==> src/rtl/onehot_monitor.sv <==
// onehot_monitor: registered one-hot / zero-hot / multi-hot checker with saturating
// error counters and a sticky alarm after THRESH consecutive failures.
// Ports: clk, rst_n (async active-low), en (sample enable), zero_ok (allow all-zero),
//   clr (sync clear), sig (monitored vector) -> valid_o, pass_o, fail_zero_o,
//   fail_multi_o, idx_o, err_cnt_o, consec_o, alarm_o, fail_val_o.
// Optional macro ONEHOT_MON_POPCOUNT_EN adds pop_o (registered popcount) and a
//   simulation warning on each failing sample.
module onehot_monitor #(
    parameter int WIDTH  = 4,
    parameter int CNT_W  = 8,
    parameter int THRESH = 3,
    parameter int IDX_W  = $clog2(WIDTH)
) (
    input  logic             clk,
    input  logic             rst_n,
    input  logic             en,
    input  logic             zero_ok,
    input  logic             clr,
    input  logic [WIDTH-1:0] sig,
    output logic             valid_o,
    output logic             pass_o,
    output logic             fail_zero_o,
    output logic             fail_multi_o,
    output logic [IDX_W-1:0] idx_o,
    output logic [CNT_W-1:0] err_cnt_o,
    output logic [CNT_W-1:0] consec_o,
    output logic             alarm_o,
`ifdef ONEHOT_MON_POPCOUNT_EN
    output logic [$clog2(WIDTH+1)-1:0] pop_o,
`endif
    output logic [WIDTH-1:0] fail_val_o
);
    localparam int PW = $clog2(WIDTH+1);

    typedef enum logic [1:0] {IDLE, CHECK, ALARM} state_t;
    state_t state, state_n;

    logic [PW-1:0]    pop;
    logic [IDX_W-1:0] idx;
    logic             one, zero, multi, fail;
    logic [CNT_W-1:0] err_inc, consec_inc, consec_n;

    always_comb begin
        pop = '0;
        idx = '0;
        for (int i = 0; i < WIDTH; i++) begin
            pop = pop + PW'(sig[i]);
            if (sig[i]) idx = IDX_W'(i);
        end
        one        = pop == PW'(1);
        zero       = pop == '0;
        multi      = !one && !zero;
        fail       = multi || (zero && !zero_ok);
        err_inc    = err_cnt_o == '1 ? err_cnt_o : err_cnt_o + CNT_W'(1);
        consec_inc = consec_o == '1 ? consec_o : consec_o + CNT_W'(1);
        consec_n   = fail ? consec_inc : '0;
        // ALARM is sticky; only clr leaves it, and the alarm decision uses the
        // post-update run length so alarm_o lines up with consec_o==THRESH.
        state_n = clr ? (en ? CHECK : IDLE)
                : (state == ALARM || (en && consec_n >= CNT_W'(THRESH))) ? ALARM
                : en ? CHECK : IDLE;
    end

    always_ff @(posedge clk or negedge rst_n) begin
        if (!rst_n) begin
            state        <= IDLE;
            valid_o      <= 1'b0;
            pass_o       <= 1'b0;
            fail_zero_o  <= 1'b0;
            fail_multi_o <= 1'b0;
            idx_o        <= '0;
            err_cnt_o    <= '0;
            consec_o     <= '0;
            alarm_o      <= 1'b0;
            fail_val_o   <= '0;
        end else begin
            state   <= state_n;
            alarm_o <= state_n == ALARM;
            if (clr) begin
                valid_o      <= 1'b0;
                pass_o       <= 1'b0;
                fail_zero_o  <= 1'b0;
                fail_multi_o <= 1'b0;
                idx_o        <= '0;
                err_cnt_o    <= '0;
                consec_o     <= '0;
                fail_val_o   <= '0;
            end else begin
                valid_o      <= en;
                pass_o       <= en && !fail;
                fail_zero_o  <= en && zero && !zero_ok;
                fail_multi_o <= en && multi;
                idx_o        <= (en && one) ? idx : '0;
                if (en) begin
                    consec_o <= consec_n;
                    if (fail) err_cnt_o <= err_inc;
                    // capture only the first failure since reset/clr
                    if (fail && err_cnt_o == '0) fail_val_o <= sig;
                end
            end
        end
    end

`ifdef ONEHOT_MON_POPCOUNT_EN
    always_ff @(posedge clk or negedge rst_n) begin
        if (!rst_n) pop_o <= '0;
        else pop_o <= (en && !clr) ? pop : '0;
    end

    always_ff @(posedge clk) begin
        if (rst_n && en && !clr && fail) $warning("onehot_monitor failure at %0t sig=%b", $time, sig);
    end
`endif
endmodule

==> config.mk <==
export PLATFORM = sky130hd
export DESIGN_NAME = onehot_monitor
export DESIGN_NICKNAME = d
export VERILOG_FILES = /design/src/rtl/onehot_monitor.sv
export SDC_FILE = /design/constraint.sdc
export NUM_CORES = 1
export LEC_CHECK = 0
export ABC_AREA = 1
export CAP_MARGIN = 20
export CORE_MARGIN = 4
export CORE_UTILIZATION = 47
export CTS_CLUSTER_SIZE = 12
export DETAILED_ROUTE_END_ITERATION = 10
export PLACE_DENSITY = 0.76
export SYNTH_ARGS = -nofsm -noshare
export SYNTH_HDL_FRONTEND = slang
export SYNTH_SLANG_ARGS = --single-unit
==> constraint.sdc <==
create_clock -name clk -period 1.7 [get_ports clk]
set_input_delay 0.255 -clock clk [delete_from_list [all_inputs] [get_ports clk]]
set_output_delay 0.255 -clock clk [all_outputs]
set_load 0.05 [all_outputs]
==> impl_metrics.prom <==
# TYPE chip_impl_metric gauge
chip_impl_info{name="cts_root_buf",value="clkbuf_4"} 1
chip_impl_info{name="yosysTopAreaCell",value="dfrtp_1"} 1
chip_impl_metric{name="cp_num_cells",unit=""} 16
chip_impl_metric{name="area.growth.synth_to_final",unit="%"} 49.1
chip_impl_metric{name="ys_ff_latch",unit=""} 29
chip_impl_metric{name="post_cts_hold_buffer_count",unit=""} 0
chip_impl_metric{name="async_reset_ff_frac",unit=""} 1.00
chip_impl_metric{name="die-height",unit="um"} 65.4
chip_impl_metric{name="finalWeightedCongestion",unit=""} 0.902
chip_impl_info{name="start_kind",value="input port"} 1
chip_impl_metric{name="vias_per_cell",unit=""} 5.25
chip_impl_metric{name="ff2ff_path_depth",unit=""} 9
chip_impl_info{name="synth_top_flop_cell",value="dfrtp_1"} 1
chip_impl_metric{name="internal_power",unit="mW"} 1.15
chip_impl_metric{name="h_tree_level_count",unit=""} 2
chip_impl_metric{name="inserted_diodes",unit=""} 0
chip_impl_info{name="cp-startpoint",value="sig[1]"} 1
chip_impl_info{name="tritoncts",value="built"} 1
chip_impl_info{name="setup.worst_path.end_class",value="flip-flop"} 1
chip_impl_metric{name="initial_utilization",unit=""} 0.499
chip_impl_metric{name="grt_first_pass_wirelength",unit="um"} 6710
chip_impl_metric{name="skew",unit="ns"} 0.0114
chip_impl_metric{name="area.sequential",unit="um2"} 726
chip_impl_info{name="hold_path_class",value="in2reg"} 1
chip_impl_info{name="grt_setup_unrepaired",value="true"} 1
chip_impl_metric{name="switching_share",unit=""} 0.354
chip_impl_metric{name="antenna_found_initial",unit=""} 0
chip_impl_metric{name="final.period_utilization",unit=""} 1.26
chip_impl_metric{name="fin_nets",unit=""} 272
chip_impl_metric{name="critical_path_required",unit="ns"} 1.95
chip_impl_info{name="crit_path_cell_trace",value="buf_6 -> inv_4 -> fa_1 -> inv_1 -> ha_2 -> ha_4 -> nor2_4 -> inv_2 -> nor2_4 -> buf_4 -> nor2_4 -> o21ai_4 -> nand2_4 -> nand3_2 -> nand2_2 -> a21oi_2"} 1
chip_impl_info{name="setup.worst_path.class",value="in2reg"} 1
chip_impl_metric{name="timing.fmax",unit="MHz"} 467
chip_impl_metric{name="maxSlewHeadroom",unit=""} 0.754
chip_impl_metric{name="drc_errors",unit=""} 0
chip_impl_metric{name="grt_start_max_net_pins",unit=""} 30
chip_impl_metric{name="synth_warnings",unit=""} 0
chip_impl_info{name="cell_types_with_the_highest_counts_after_synthesis",value="39 x nand2_1, 30 x inv_1, 29 x dfrtp_1, 19 x nand3_1, 18 x nor2_1"} 1
chip_impl_metric{name="report.final.setup_viol",unit=""} 27
chip_impl_metric{name="clkSlewWorstSetupHoldPaths",unit="ns"} 0.09
chip_impl_metric{name="worst_pin_slew",unit="ns"} 0.369
chip_impl_info{name="crit-reg2reg-launch",value="err_cnt_o[0]"} 1
chip_impl_metric{name="die_width",unit="um"} 65.4
chip_impl_metric{name="num_io_pins",unit=""} 36
chip_impl_metric{name="synthDistinctLibCells",unit=""} 25
chip_impl_metric{name="cts_buffer_depth",unit=""} 2
chip_impl_metric{name="antenna_violating_nets_post_route",unit=""} 0
chip_impl_metric{name="comb_power_share",unit=""} 0.338
chip_impl_metric{name="globalRouteTotalUtil",unit=""} 0.206
chip_impl_metric{name="rows",unit=""} 20
chip_impl_metric{name="timing.critical_path.arrival",unit="ns"} 2.39
chip_impl_info{name="critical-path-top-delay-family",value="adder cells"} 1
chip_impl_info{name="crit_path_end",value="err_cnt_o[2]"} 1
chip_impl_metric{name="ys_seq_area_frac",unit=""} 0.469
chip_impl_metric{name="pre_cts_ws",unit="ns"} -1.24
chip_impl_info{name="violations",value="negative setup slack"} 1
chip_impl_metric{name="num-fill-cells",unit=""} 254
chip_impl_metric{name="via_count_of_the_first_global_routing_pass",unit=""} 1570
chip_impl_info{name="synth.area.top_cells",value="dfrtp_1 47%, nand2_1 9.5%, inv_1 7.3%"} 1
chip_impl_metric{name="critical_path.max_stage_delay",unit="ns"} 0.56
chip_impl_metric{name="power_density_normalized_to_cell_area",unit="nW/um2"} 771
chip_impl_metric{name="grt-ovfl-total",unit=""} 0
chip_impl_metric{name="insertion_delay",unit="ns"} 0.32
chip_impl_info{name="run_status",value="finished with violations"} 1
chip_impl_metric{name="ir_worst_vdd",unit="uV"} 526
chip_impl_metric{name="post-route-util",unit=""} 0.744
chip_impl_metric{name="routed_wirelength",unit="um"} 4150
chip_impl_metric{name="crit_fanout",unit=""} 6
chip_impl_metric{name="post_synthesis_area_per_instance",unit="um2"} 8.15
chip_impl_metric{name="multi_input_comb_area",unit="um2"} 850
chip_impl_metric{name="leakage",unit="nW"} 1.10
chip_impl_metric{name="synth-edff-count",unit=""} 0
chip_impl_metric{name="pwr-share-clk",unit=""} 0.236
chip_impl_metric{name="switching_power",unit="mW"} 0.629
chip_impl_metric{name="tritoncts_num_sinks",unit=""} 29
chip_impl_metric{name="final_period_minus_worst_setup_slack",unit="ns"} 2.14
chip_impl_metric{name="routed-via-count",unit=""} 1579
chip_impl_metric{name="area_inside_the_core_boundary",unit="um2"} 3100
chip_impl_metric{name="setup_total_negative_slack",unit="ns"} -7.60
chip_impl_info{name="top_count_cell_post_synth",value="nand2_1"} 1
chip_impl_metric{name="synth.cell_area",unit="um2"} 1550
chip_impl_metric{name="detailedRoute.firstPassIterationCount",unit=""} 4
chip_impl_info{name="crit_top_cell",value="nor2_4"} 1
chip_impl_metric{name="syn_nets",unit=""} 205
chip_impl_metric{name="yosys.area.top_type_share",unit=""} 0.469
chip_impl_metric{name="report.final.hold_viol_count",unit=""} 0
chip_impl_metric{name="port_buffers",unit=""} 35
chip_impl_metric{name="post_drt_wl_per_cell",unit="um"} 13.8
chip_impl_metric{name="r2r_slack",unit="ns"} 0
chip_impl_metric{name="power.total",unit="mW"} 1.78
chip_impl_metric{name="design.die.area",unit="um2"} 4280
chip_impl_metric{name="drt_first_iter_violations",unit=""} 133
chip_impl_metric{name="post_syn_instances",unit=""} 190
chip_impl_metric{name="tritoncts.num_buffers",unit=""} 5
chip_impl_info{name="rr_endpoint",value="err_cnt_o[2]"} 1
chip_impl_metric{name="cp_num_buf_inv",unit=""} 5
chip_impl_metric{name="report.final.slew_viol_count",unit=""} 0
chip_impl_metric{name="layout-drive-gt1-share",unit=""} 0.412
chip_impl_info{name="cpMaxStageDelayCell",value="fa_1"} 1
chip_impl_metric{name="timing.max_cap.violations",unit=""} 0
chip_impl_metric{name="power.sequential.fraction",unit=""} 0.426
chip_impl_metric{name="setup_ws",unit="ns"} -0.441
chip_impl_metric{name="hpwl",unit="um"} 2900
per-layer routing:
| metal | part of all wire | global-route usage |
|---|---|---|
| met1 | 0.41 | 0.228 |
| met2 | 0.51 | 0.362 |
| met3 | 0.054 | 0.0564 |
| met4 | 0.023 | 0.0984 |
| met5 | 0 | 0 |
worst min path at each step:
| stage | from | to | slack (ns) | depth (start not counted) |
|---|---|---|---|---|
| after floorplan | rst_n | alarm_o | -0.04 | 0 |
| after global placement | fail_val_o[0] | fail_val_o[0] | 0.47 | 2 |
| after detailed placement | fail_val_o[2] | fail_val_o[2] | 0.48 | 2 |
| after CTS | sig[3] | idx_o[1] | 0.24 | 3 |
| after global routing | sig[3] | idx_o[1] | 0.27 | 3 |
| final | sig[3] | idx_o[1] | 0.28 | 3 |
per-stage QoR:
stage	hold WS [ns]	instance area, um2	std cells
global route	0.274	2310	301
detailed placement	0.478	2080	287
floorplan	-0.0406	1610	190
CTS	0.242	2240	298
finish	0.277	2310	301
global placement	0.466	2080	287
cell type report:
class | count | share of cell area
flip-flops and latches | 29 | 0.315
multi-input cells | 129 | 0.368
repair buffers | 62 | 0.214
clock buffers | 7 | 0.0239
well taps | 44 | 0.0239
inverters | 30 | 0.0553
what timing repair did:
item / in CTS / in global routing
pin swaps: 14 / 4
cloned: 0 / 1
setup endpoints to repair: 28 / 24
resized for setup: 37 / 11
setup buffers: 5 / 2
hold endpoints to repair: 0 / 0
cells in the final DEF, fill, tap and decap left out, drive strengths merged:
cell,count
nor2,21
o22ai,6
fa,1
o31ai,3
clkdlybuf4s50,5
nor3,1
buf,57
o21ai,11
ha,5
o32ai,1
dfrtp,29
nand3,19
nand4,5
or2,1
xor2,3
nand2,43
nor4,1
a21oi,7
clkinv,1
clkbuf,7
nand3b,1
inv,29
state kept, by name, indices dropped and copies added (netlist names):
name	count
state	2
alarm_o	1
fail_multi_o	1
consec_o	8
valid_o	1
fail_val_o	4
fail_zero_o	1
idx_o	2
err_cnt_o	8
pass_o	1
power by group through the flow:
stage | registers [mW] | logic (mW) | clock network [mW]
floorplan | 0.905 | 0.193 | 0
global placement | 0.769 | 0.505 | 0
detailed placement | 0.771 | 0.514 | 0
CTS | 0.758 | 0.562 | 0.427
global route | 0.765 | 0.649 | 0.468
finish | 0.758 | 0.601 | 0.419
kinds of logic (layout without fill, tap and decap cells):
family,count (synthesis),after routing,synth area share
AOI/OAI and AO/OA,28,28,0.108
DFF,29,29,0.469
and+or+nand+nor,91,92,0.264
adders and majority gates,6,6,0.0534
buffers and inverters,33,99,0.0897
xor gates and xnor gates,3,3,0.0170
tightest hold or removal path: cells and delay by family:
| kind | cells | cell delay, ns |
|---|---|---|
| simple gates | 1 | 0.14 |
| buf+inv | 1 | 0.11 |
| compound gates | 1 | 0.07 |
No activity file was read; power rests on OpenSTA's default activity.
